[config.mk]
export PLATFORM = sky130hd
export DESIGN_NAME = button_debouncer
export DESIGN_NICKNAME = d
export VERILOG_FILES = /design/src/rtl/button_debouncer.sv
export SDC_FILE = /design/constraint.sdc
export NUM_CORES = 1
export LEC_CHECK = 0
export ABC_AREA = 0
export BUFFER_PORTS_ARGS = -buffer_cell sky130_fd_sc_hd__buf_2
export CAP_MARGIN = 20
export CORE_UTILIZATION = 56
export DETAILED_ROUTE_END_ITERATION = 8
export PLACE_DENSITY = 0.78
export SETUP_SLACK_MARGIN = 0.5
export SYNTH_ARGS = -nofsm -noshare
export SYNTH_HDL_FRONTEND = slang
export SYNTH_SLANG_ARGS = --single-unit
[constraint.sdc]
create_clock -name clk -period 3.4 [get_ports clk]
set_input_delay 0.17 -clock clk [delete_from_list [all_inputs] [get_ports clk]]
set_output_delay 0.17 -clock clk [all_outputs]
set_load 0.01 [all_outputs]
[src/rtl/button_debouncer.sv]
// button_debouncer: two-flop synchroniser followed by a four-state debounce
// FSM with registered level and one-clock rise/fall strobes.
// Optional auto-repeat strobe while held, enabled by DEBOUNCER_AUTO_REPEAT_EN.
module button_debouncer #(
  parameter int STABLE_CYCLES = 1_000_000,
  parameter int ACTIVE_LOW    = 0,
  parameter int HOLD_CYCLES   = 50_000_000,
  parameter int REPEAT_CYCLES = 10_000_000
) (
  input  logic clk,
  input  logic rst,
  input  logic btn_in,
  output logic btn_db,
  output logic btn_rise,
  output logic btn_fall,
  output logic btn_repeat
);

  localparam int MAX_SH  = (STABLE_CYCLES > HOLD_CYCLES) ? STABLE_CYCLES : HOLD_CYCLES;
  localparam int MAX_CYC = (MAX_SH > REPEAT_CYCLES) ? MAX_SH : REPEAT_CYCLES;
  localparam int CW      = $clog2(MAX_CYC + 1);

  localparam logic [CW-1:0] CNT_MAX     = '1;
  localparam logic [CW-1:0] STABLE_LAST = CW'(STABLE_CYCLES - 1);
  localparam logic          IN_INV      = (ACTIVE_LOW != 0);

  typedef enum logic [1:0] {
    ST_LOW,
    ST_RISE_WAIT,
    ST_HIGH,
    ST_FALL_WAIT
  } state_t;

  logic          s1_q, s1_d;
  logic          s2_q, s2_d;
  state_t        state_q, state_d;
  logic [CW-1:0] cnt_q, cnt_d;
  logic [CW-1:0] cnt_inc;
  logic          db_q, db_d;
  logic          rise_q, rise_d;
  logic          fall_q, fall_d;

`ifdef DEBOUNCER_AUTO_REPEAT_EN
  localparam logic [CW-1:0] HOLD_LAST   = CW'(HOLD_CYCLES - 1);
  localparam logic [CW-1:0] REPEAT_LAST = CW'(REPEAT_CYCLES - 1);

  logic [CW-1:0] rep_cnt_q, rep_cnt_d;
  logic          rep_first_q, rep_first_d;  // first (HOLD) repeat already issued
  logic          repeat_q, repeat_d;
  logic [CW-1:0] rep_target;
`endif

  // Saturating increment so a long stable window can never wrap the counter
  assign cnt_inc = (cnt_q == CNT_MAX) ? cnt_q : cnt_q + CW'(1);

  // Next-state logic for synchroniser, debounce FSM and strobes
  always_comb begin
    s1_d    = btn_in ^ IN_INV;
    s2_d    = s1_q;
    state_d = state_q;
    cnt_d   = cnt_q;
    db_d    = db_q;
    rise_d  = 1'b0;
    fall_d  = 1'b0;
    unique case (state_q)
      ST_LOW: begin
        if (s2_q) begin
          state_d = ST_RISE_WAIT;
          cnt_d   = CW'(1);
        end else begin
          cnt_d   = '0;
        end
      end
      ST_RISE_WAIT: begin
        if (!s2_q) begin
          state_d = ST_LOW;
          cnt_d   = '0;
        end else if (cnt_q == STABLE_LAST) begin
          state_d = ST_HIGH;
          db_d    = 1'b1;
          rise_d  = 1'b1;
          cnt_d   = '0;
        end else begin
          cnt_d   = cnt_inc;
        end
      end
      ST_HIGH: begin
        if (!s2_q) begin
          state_d = ST_FALL_WAIT;
          cnt_d   = CW'(1);
        end
      end
      ST_FALL_WAIT: begin
        if (s2_q) begin
          state_d = ST_HIGH;
          cnt_d   = '0;
        end else if (cnt_q == STABLE_LAST) begin
          state_d = ST_LOW;
          db_d    = 1'b0;
          fall_d  = 1'b1;
          cnt_d   = '0;
        end else begin
          cnt_d   = cnt_inc;
        end
      end
      default: begin
        state_d = ST_LOW;
        cnt_d   = '0;
      end
    endcase
  end

`ifdef DEBOUNCER_AUTO_REPEAT_EN
  assign rep_target = rep_first_q ? REPEAT_LAST : HOLD_LAST;

  // Auto-repeat timing: only advances while the FSM stays in HIGH
  always_comb begin
    rep_cnt_d   = '0;
    rep_first_d = 1'b0;
    repeat_d    = 1'b0;
    if (state_q == ST_HIGH && s2_q) begin
      if (rep_cnt_q == rep_target) begin
        repeat_d    = 1'b1;
        rep_cnt_d   = '0;
        rep_first_d = 1'b1;
      end else begin
        rep_cnt_d   = (rep_cnt_q == CNT_MAX) ? rep_cnt_q : rep_cnt_q + CW'(1);
        rep_first_d = rep_first_q;
      end
    end
  end
`endif

  // State registers with synchronous active-low reset
  always_ff @(posedge clk) begin
    if (!rst) begin
      s1_q    <= 1'b0;
      s2_q    <= 1'b0;
      state_q <= ST_LOW;
      cnt_q   <= '0;
      db_q    <= 1'b0;
      rise_q  <= 1'b0;
      fall_q  <= 1'b0;
`ifdef DEBOUNCER_AUTO_REPEAT_EN
      rep_cnt_q   <= '0;
      rep_first_q <= 1'b0;
      repeat_q    <= 1'b0;
`endif
    end else begin
      s1_q    <= s1_d;
      s2_q    <= s2_d;
      state_q <= state_d;
      cnt_q   <= cnt_d;
      db_q    <= db_d;
      rise_q  <= rise_d;
      fall_q  <= fall_d;
`ifdef DEBOUNCER_AUTO_REPEAT_EN
      rep_cnt_q   <= rep_cnt_d;
      rep_first_q <= rep_first_d;
      repeat_q    <= repeat_d;
`endif
    end
  end

  assign btn_db   = db_q;
  assign btn_rise = rise_q;
  assign btn_fall = fall_q;
`ifdef DEBOUNCER_AUTO_REPEAT_EN
  assign btn_repeat = repeat_q;
`else
  assign btn_repeat = 1'b0;
`endif

endmodule

* Yosys cells after proc, flatten, opt, wreduce, memory -nomap -nowiden
Cells that the tools add are included.
** Storage, ports and cells
- Register bits :: 33
- Input port bits :: 3
- Output and inout port bits :: 4
- Word-level logic and storage cells :: 49
** Operators by class
- $add $sub $neg :: 1
- Equal/unequal tests :: 13
- Mux-type cells :: 20
- Bitwise logic cells :: 2
- Reduce and logical (&&, ||, !) cells :: 6
** Operators with widths (number)
- 26-bit 2-to-1 mux :: 5
- 26-bit case mux with 4 select lines :: 1
- 26-bit by 1-bit adder with 26-bit output (second input constant) :: 1
- 26-bit by 20-bit == test with 1-bit output (second input constant) :: 1
- 26-bit == test (second input constant) :: 1
- 2-bit 2-to-1 mux :: 6
- 2-bit inequality test (second input constant) :: 6
- 2-bit case mux with 4 select lines :: 1
- 1-bit 2-to-1 mux :: 6
- 3-bit inequality test (second input constant) :: 2
- 5-bit AND reduction :: 1
- 2-bit == test (second input constant) :: 2
- 4-bit AND reduction :: 1
- 3-bit AND reduction :: 1
- 3-bit OR reduction :: 1
- 2-bit by 1-bit == test with 1-bit output (second input constant) :: 1
- 2-bit logical NOT :: 1
- 1-bit inverter :: 2
- 1-bit case mux with 2 select lines :: 1
- 2-bit nonzero test :: 1

* Logic depth before layout (Yosys ltp)
Gate-level depths: netlist of run 1.
- Depth after elaboration :: 5
- Mapped depth :: 7
- Gate-level depth less buffers :: 5

* Least setup slack after synthesis of run 1
No wires, ideal clock.
- Path kind :: register to register
- Start point :: register cnt_q[16]
- End point :: register cnt_q[25]
- Library setup time :: 119 ps
- Arrival :: 1817 ps
- Data required time :: 3281 ps
- Setup slack :: 1464 ps
- Cell stages (with the launch flop) :: 7
- Period minus slack after synthesis :: 1936 ps
- Cell sequence :: dfxtp_1 nand4_2 or4_1 buf_2 nor4_2 a31oi_1 o221a_2
** On the way
- Word-level cells in the longest chain between the ends :: 5
** Ends and longest elaborated chain
- start, declared :: RTL line 37 : logic [CW-1:0] cnt_q, cnt_d;
- start signal, assigned :: RTL line 153 : cnt_q <= cnt_d;
- 26-bit by 1-bit adder with 26-bit output / 26-bit == test (equally long branches) :: RTL line 54 : assign cnt_inc = (cnt_q == CNT_MAX) ? cnt_q : cnt_q + CW'(1);
- 26-bit 2-to-1 mux :: RTL line 54
- 26-bit 2-to-1 mux * :: RTL line 78, 97
- 26-bit 2-to-1 mux (on tied branches) :: RTL line 94, 75
- 26-bit case mux with 4 select lines * :: RTL line 65 : unique case (state_q)
Every way passes the cells marked *; elsewhere a longest branch is shown, timed or not.
A chain may end at the register's enable or synchronous reset.

* Final worst setup path of run 1
- Start point :: register cnt_q[7]
- End point :: register cnt_q[7]
Same word-level chain as after synthesis.

==> results.yml, run 1 <==
yosys:
  ys_warn_count: 0
  synthFlopType: "dfxtp_1"
  synth_cells: 200
  async_flop_share_pct: 0
  ys_seq_elements: 33
  netlist_area_um2: 1730
  synth_edf_count: 0
  syn_nets: 204
  synth_area_per_cell_um2: 8.63
  ys_seq_area_share_pct: 38.3
  synth_cell_types: 46
critical_path:
  path_class: "register to register"
  crit_family: "simple AND/OR/NAND/NOR gates"
  critical_path.slowest_cell: "or4_1"
  worst-path-buf-inv: 0
  crit_arrival_ns: 2.53
  path_max_fanout: 8
  crit_required_ns: 3.64
  cp-end-kind: "register"
  start_kind: "register"
  slowest_delay_ns: 0.74
  worstPathCellList: "nand4_1, or4_1, o21ai_1, or4b_1, a31oi_1"
  rrSetupSlack_ns: 1.11
cts:
  holdBufCountCts: 0
  htreeDepth: 2
  cts_buffers: 5
  cts_setup_buffers: 0
  cts.sink_count: 33
  ctsLongestPathBuffers: 2
  cts_root_buffer: "clkbuf_4"
  cts_tree: "yes"
  cts_resized: 0
  cts.reportedPaths.clkPinSlew_ns: 0.10
  clk_latency_ns: 0.34
die:
  placementRows: 19
  start_util_pct: 61.0
  dieArea_um2: 3310
  fp.dieW_um: 57.5
  ios: 7
  core_area_um2: 2830
  die_y_um: 57.5
grt:
  grt-ovfl-total: 0
  grt_pass1_wl_um: 5990
  antenna_found_initial: 0
  grt_max_degree: 14
  grt_pass1_vias: 1391
  grt_usage_pct: 23.8
route:
  drt-initial-drc-count: 77
  ant_nets: 0
  via_per_inst: 6.31
  totalWireLength_um: 3510
  drc: 1
  wl_per_cell_um: 14.8
  dr.pass1.iters: 6
  num_vias: 1495
sta:
  tns_ns: 0
  fin_crit_ns: 2.29
  final_hold_viol_count: 0
  fin_skew_ns: 0.00965
  worst_pin_slew_ns: 0.616
  timing.final.crit_share_pct: 67.3
  maxSlewHeadroom_pct: 58.6
  rsz0062_at_grt: "false"
  setup_viol: 0
  drv_slew: 0
  fmax_mhz: 437
worst_hold_path:
  hold_path_class: "input port to register"
finish:
  drive_above_1_share_pct: 10.7
  stdcell_count: 237
  fin_nets: 209
  areaGrowthSynthToFinish_pct: 7.25
  antenna_cells: 0
placement:
  place_congestion: 0.782
  hpwlAfterDp_um: 2580
  io_buffers: 5
  dp_cells: 229
power:
  vdd_drop_max_mv: 0.269
  leakagePower_nw: 0.575
  power.density_nw_per_um2: 384
outcome:
  status: "complete, but fails checks"
  violations: "DRC"
job:
  maxCapViolations: 0
## where the power goes
| part | internal, mW | switching [mW] | total, mW |
|---|---|---|---|
| logic | 0.00494 | 0.00584 | 0.0108 |
| clock network | 0.176 | 0.133 | 0.308 |
| registers | 0.389 | 0.00241 | 0.392 |
| total | 0.570 | 0.141 | 0.711 |
## cell type report
cell class                 count  area (um2)
fill                         243         977
sequential                    33         661
clock inverter                 1        30.0
inverter                       8        30.0
clock buffer                   7        55.1
timing repair buffer           7        40.0
tap                           31        38.8
multi-input combinational    150         997
## through the flow
| step | power, mW | hold slack (ns) | area [um2] | util (%) | worst slack [ns] |
|---|---|---|---|---|---|
| 2_1_floorplan | 0.408 | 0.297 | 1730 | - | 1.46 |
| 3_3_place_gp | 0.411 | 0.383 | 1770 | 62.5 | 1.28 |
| 3_5_place_dp | 0.411 | 0.386 | 1770 | 62.5 | 1.14 |
| 4_1_cts | 0.715 | 0.0383 | 1850 | 65.5 | 1.13 |
| 5_1_grt | 0.736 | 0.0293 | 1850 | 65.5 | 0.897 |
| 6_report | 0.711 | 0.0494 | 1850 | 65.5 | 1.11 |
## worst register-to-register path: stages (launching register included)
cell and delay (ns):
dfxtp_1 0.45, nand4_1 0.24, or4_1 0.75, o21ai_1 0.47, or4b_1 0.20, a31oi_1 0.08
## final timing paths
| check | start | endpoint | cells past startpoint |
|---|---|---|---|
| max reg2reg | cnt_q[7] | cnt_q[7] | 5 |
| min reg2reg | s1_q | s2_q | 1 |
| max | cnt_q[7] | cnt_q[7] | 5 |
| min | btn_in | s1_q | 2 |
## layer usage
| layer | share of wire [%] | vias to the layer above | GRT usage [%] |
|---|---|---|---|
| met2 | 48 | 36 | 37.9 |
| li1 | - | 751 | - |
| met1 | 46 | 703 | 29.0 |
| met4 | 1.7 | 0 | 11.8 |
| met5 | 0 | - | 0 |
| met3 | 4.3 | 5 | 7.48 |
## flip-flops by register name, indices dropped and copies added (netlist names), named ones only
signal and count:
cnt_q 26, btn_db 1, btn_fall 1, btn_rise 1, s1_q 1, s2_q 1
state_q 1
## Yosys cell counts (2+ instances only)
cell type / count / area share [%]
a21oi_1: 11 / 3.2
a31oi_1: 2 / 0.72
and2_1: 6 / 2.2
and3_1: 3 / 1.1
and4_1: 4 / 2.0
clkbuf_1: 7 / 1.5
dfxtp_1: 33 / 38
inv_1: 8 / 1.7
mux2i_1: 3 / 1.7
nand2_1: 14 / 3.0
nand3_1: 6 / 1.7
nand3b_1: 2 / 0.87
nand4_1: 7 / 2.5
nor2_1: 16 / 3.5
nor2b_1: 2 / 0.72
nor3_1: 2 / 0.58
nor4_1: 2 / 0.72
nor4_2: 2 / 1.4
nor4b_1: 4 / 2.0
o211ai_1: 5 / 2.2
o21ai_0: 8 / 2.3
o21ai_1: 2 / 0.58
o31ai_1: 6 / 2.6
or3_1: 4 / 1.4
or4_1: 9 / 3.9
xnor2_1: 5 / 2.5
xor2_1: 8 / 4.1
## kinds of logic (layout without fill, tap and decap cells)
group	Yosys count	count (layout)	synth area share, %
AND/OR/NAND/NOR	90	90	32.7
AO/OA/AOI/OAI	42	42	15.8
flip-flops	33	33	38.3
buffers and inverters	17	23	3.99
XOR/XNOR	13	13	6.59
multiplexers	3	3	1.74
adder cells (fa/ha/maj)	1	1	0.725
other	1	1	0.217
## layout by cell type (no fill, tap or decap), drive strengths merged, types with 5 or more instances in the layout
master | Yosys | layout
nand2 | 14 | 14
nand3 | 6 | 6
xnor2 | 5 | 5
o31ai | 6 | 6
inv | 8 | 8
nor2 | 16 | 16
a21oi | 11 | 11
and2 | 6 | 6
nand4 | 8 | 8
clkbuf | 7 | 7
dfxtp | 33 | 33
o211ai | 5 | 5
o21ai | 11 | 11
nor4b | 5 | 5
xor2 | 8 | 8
or4 | 9 | 9
buf | 2 | 7
(Power assumes the default switching activity.)
==> run 2, diff against run 1 <==
Settings changed: CORE_UTILIZATION 56 to 54, PLACE_DENSITY 0.78 to 0.79.
Clock period 3.4 ns to 1.92 ns, I/O delays scaled along.
==> results.yml, run 2 (synthesis results as in run 1) <==
critical_path:
  critical_path.slowest_cell: "or4_4"
  slowest_delay_ns: 0.63
  start_kind: "register"
  rrSetupSlack_ns: -0.05
  path_max_fanout: 8
  cp-end-kind: "register"
  cp.depth: 5
  path_class: "register to register"
  rr_worst_depth: 5
  crit_family: "simple AND/OR/NAND/NOR gates"
  crit_arrival_ns: 2.22
  crit_required_ns: 2.17
  worstPathCellList: "nand3_1, or4_4, nor4_4, a31oi_1, o221a_2"
  worst-path-buf-inv: 0
die:
  fp.dieW_um: 58.5
  core_area_um2: 3050
  dieArea_um2: 3430
  placementRows: 20
  ios: 7
  die_y_um: 58.5
  start_util_pct: 56.6
sta:
  drv_slew: 0
  setup_ws_ns: -0.0482
  fin_skew_ns: 0.0147
  timing.final.crit_share_pct: 103
  final_hold_viol_count: 0
  holdWs_ns: 0.0840
  tns_ns: -0.0667
  fmax_mhz: 508
  setup_viol: 2
  fin_crit_ns: 1.97
  rsz0062_at_grt: "true"
power:
  power.density_nw_per_um2: 495
  vdd_drop_max_mv: 0.366
  finalPower_mw: 1.17
  leakagePower_nw: 0.803
grt:
  grt-ovfl-total: 0
  grt_usage_pct: 25.9
  grt_pass1_vias: 1509
  grt_pass1_wl_um: 6740
  grt_max_degree: 12
  antenna_found_initial: 0
worst_hold_path:
  hold_path_class: "input port to register"
  hold_depth: 3
route:
  ant_nets: 0
  wl_per_cell_um: 18.4
  dr.pass1.iters: 5
  via_per_inst: 6.44
  drt-initial-drc-count: 164
  drc: 0
  totalWireLength_um: 5190
  num_vias: 1816
outcome:
  violations: "setup timing"
  status: "complete, but fails checks"
finish:
  layout_common_cells: "buf_4 (27), dfxtp_1 (18), nand2_1 (14)"
  final_common_cell: "buf_4"
  drive_above_1_share_pct: 42.0
  num-fill-cells: 187
  antenna_cells: 0
  largest_register: "cnt_q"
  fin_nets: 241
  areaGrowthSynthToFinish_pct: 37.2
  largest_reg_flops: 26
cts:
  clk_latency_ns: 0.35
  htreeDepth: 2
  ctsLongestPathBuffers: 2
  cts_root_buffer: "clkbuf_4"
  cts.reportedPaths.clkPinSlew_ns: 0.11
  cts_buffers: 5
  cts.sink_count: 33
  cts_tree: "yes"
placement:
  place_congestion: 0.915
  hpwlAfterDp_um: 2740
  io_buffers: 5
job:
  maxCapViolations: 0
-- run 2: layout make-up --
type	instances	area, um2	area share, %
Clock buffer	7	65.1	2.75
Timing Repair Buffer	39	334	14.1
Multi-Input combinational cell	150	1190	50.3
Clock inverter	1	5.00	0.211
Inverter	8	30.0	1.27
Tap cell	44	55.1	2.32
Sequential cell	33	689	29.1
-- run 2: final timing paths --
path | end | from
worst max-delay path | cnt_q[25] | cnt_q[20]
worst min-delay path | state_q[0] | rst
worst max register to register | cnt_q[25] | cnt_q[20]
worst min register to register | s2_q | s1_q
-- run 2: report_power, final --
| group | total, mW | internal [mW] | switching (mW) |
|---|---|---|---|
| clock network | 0.456 | 0.212 | 0.244 |
| registers | 0.689 | 0.684 | 0.00464 |
| logic | 0.0281 | 0.0137 | 0.0144 |
-- run 2: metrics by stage --
stage               util, %  area (um2)  std cells  setup slack (ns)
floorplan                 -        1810        200             0.120
global placement       64.1        1960        257           -0.0491
detailed placement     64.1        1960        257            -0.132
CTS                    71.6        2190        276            0.0154
global route           77.6        2370        282            -0.246
finish                 77.6        2370        282           -0.0482
-- run 2: worst min-delay path, stage by stage --
cell	delay [ns]
buf_2	0.18
nand2_1	0.08
nor2_1	0.05
-- run 2: repair_timing --
item	in CTS	in global routing
hold buffers	1	0
pin swaps	17	14
setup buffers	9	6
gates cloned	1	0
endpoints found under the setup margin	31	31
endpoints found under the hold margin	1	0
gates resized for setup	16	40
-- run 2: per-layer routing --
layer | GRT usage (%) | routed length (um) | share of wire (%) | up-vias
li1 | - | - | - | 819
met1 | 32.7 | 2000 | 39 | 845
met2 | 42.2 | 2530 | 49 | 112
met3 | 7.69 | 385 | 7.4 | 40
met4 | 8.84 | 274 | 5.3 | 0
met5 | 0 | 0 | 0 | -
==> run 3, diff against run 2 <==
Settings changed: ABC_AREA 0 to unset, CORE_UTILIZATION 54 to 56, PLACE_DENSITY 0.79 to 0.78.
Clock period 1.92 ns to 2 ns, I/O delays scaled along.
==> results.yml, run 3 (synthesis results as in run 1) <==
critical_path:
  crit_family: "simple AND/OR/NAND/NOR gates"
  worstPathCellList: "nand4_1, or4_4, nor4_2, a31oi_1, o221a_2"
  path_max_fanout: 7
  crit_required_ns: 2.25
  critical_path.slowest_cell: "or4_4"
  start_kind: "register"
  slowest_delay_ns: 0.56
  crit_arrival_ns: 2.21
  path_class: "register to register"
  worst-path-buf-inv: 0
  cp-end-kind: "register"
  rr_worst_depth: 5
  cp.depth: 5
die:
  ios: 7
  start_util_pct: 61.0
  core_area_um2: 2830
  fp.dieW_um: 57.5
  placementRows: 19
  die_y_um: 57.5
  dieArea_um2: 3310
placement:
  dpl-instance-area_um2: 1910
  preCtsSetupSlack_ns: -0.115
  hpwlAfterDp_um: 2860
  io_buffers: 5
  dp_cells: 240
  place_congestion: 0.800
route:
  drc: 1
  ant_nets: 0
  dr.pass1.iters: 6
  totalWireLength_um: 5140
  wl_per_cell_um: 19.2
  via_per_inst: 6.51
  drt-initial-drc-count: 149
  num_vias: 1746
worst_hold_path:
  hold_depth: 3
  hold_path_class: "input port to register"
grt:
  grt_pass1_wl_um: 7920
  grt_pass1_vias: 1735
  grt_max_degree: 14
  grt-ovfl-total: 0
  antenna_found_initial: 0
  grt_usage_pct: 32.1
finish:
  layout_common_cells: "buf_4 (24), dfxtp_2 (16), nand2_1 (12)"
  final_common_cell: "buf_4"
  num-fill-cells: 155
  largest_reg_flops: 26
  areaGrowthSynthToFinish_pct: 38.1
  drive_above_1_share_pct: 46.8
  antenna_cells: 0
  fin_nets: 240
  stdcell_count: 268
  largest_register: "cnt_q"
  finalInstanceArea_um2: 2380
sta:
  fmax_mhz: 510
  drv_slew: 0
  holdWs_ns: 0.0823
  setup_ws_ns: 0.0392
  fin_crit_ns: 1.96
  final_hold_viol_count: 0
  fin_skew_ns: 0.0170
  setup_viol: 0
  rsz0062_at_grt: "true"
  timing.final.crit_share_pct: 98.0
cts:
  cts_tree: "yes"
  cts_buffers: 5
  htreeDepth: 2
  cts.reportedPaths.clkPinSlew_ns: 0.11
  cts.sink_count: 33
  clk_latency_ns: 0.35
  ctsLongestPathBuffers: 2
  cts_root_buffer: "clkbuf_4"
outcome:
  status: "complete, but fails checks"
  violations: "DRC"
power:
  finalPower_mw: 1.07
  leakagePower_nw: 0.776
  vdd_drop_max_mv: 0.430
  power.density_nw_per_um2: 449
job:
  maxCapViolations: 0
==> run 3: what timing repair did <==
item / in CTS / in global routing
hold buffers: 1 / 0
gates cloned: 1 / 0
setup endpoints to repair: 31 / 31
endpoints found under the hold margin: 1 / 0
pin swaps: 25 / 7
setup buffers: 17 / 1
resized for setup: 38 / 36
==> run 3: worst reg2reg max path, cell delays in order (launching register included) <==
cell and delay (ns):
dfxtp_4 0.43, nand4_1 0.21, or4_4 0.56, nor4_2 0.25
a31oi_1 0.14, o221a_2 0.28
==> run 3: through the flow <==
step                      util, %  TNS (ns)
after detailed placement     67.6    -0.600
after global routing         84.3   -0.0414
after global placement       67.6         0
after floorplan                 -         0
after CTS                    78.7         0
final                        84.3         0
==> run 3: layout make-up <==
| cell class | count | area (um2) | area share [%] |
|---|---|---|---|
| multi-input combinational | 150 | 1240 | 52.0 |
| sequential | 33 | 703 | 29.5 |
| timing repair buffer | 38 | 318 | 13.3 |
| tap | 31 | 38.8 | 1.63 |
| clock buffer | 5 | 37.5 | 1.57 |
| inverter | 8 | 30.0 | 1.26 |
| clock inverter | 3 | 17.5 | 0.735 |
==> run 3: worst paths after layout <==
path	endpoint	start	slack, ns
max	cnt_q[25]	cnt_q[6]	0.04
min	btn_fall	rst	0.08
max reg2reg	cnt_q[25]	cnt_q[6]	0.04
min reg2reg	s2_q	s1_q	0.48
==> run 3: power breakdown <==
part           internal [mW]  leakage [nW]  switching (mW)
logic                 0.0142         0.466          0.0156
clock network          0.132        0.0310           0.248
registers              0.654         0.279         0.00601
total                  0.800         0.776           0.270
==> run 3: layer usage <==
layer | part of all wire, % | global-route usage, % | up-vias
li1 | - | - | 820
met1 | 41 | 34.9 | 835
met2 | 50 | 53.8 | 68
met3 | 5.1 | 8.16 | 23
met4 | 4.0 | 23.3 | 0
met5 | 0 | 0 | -
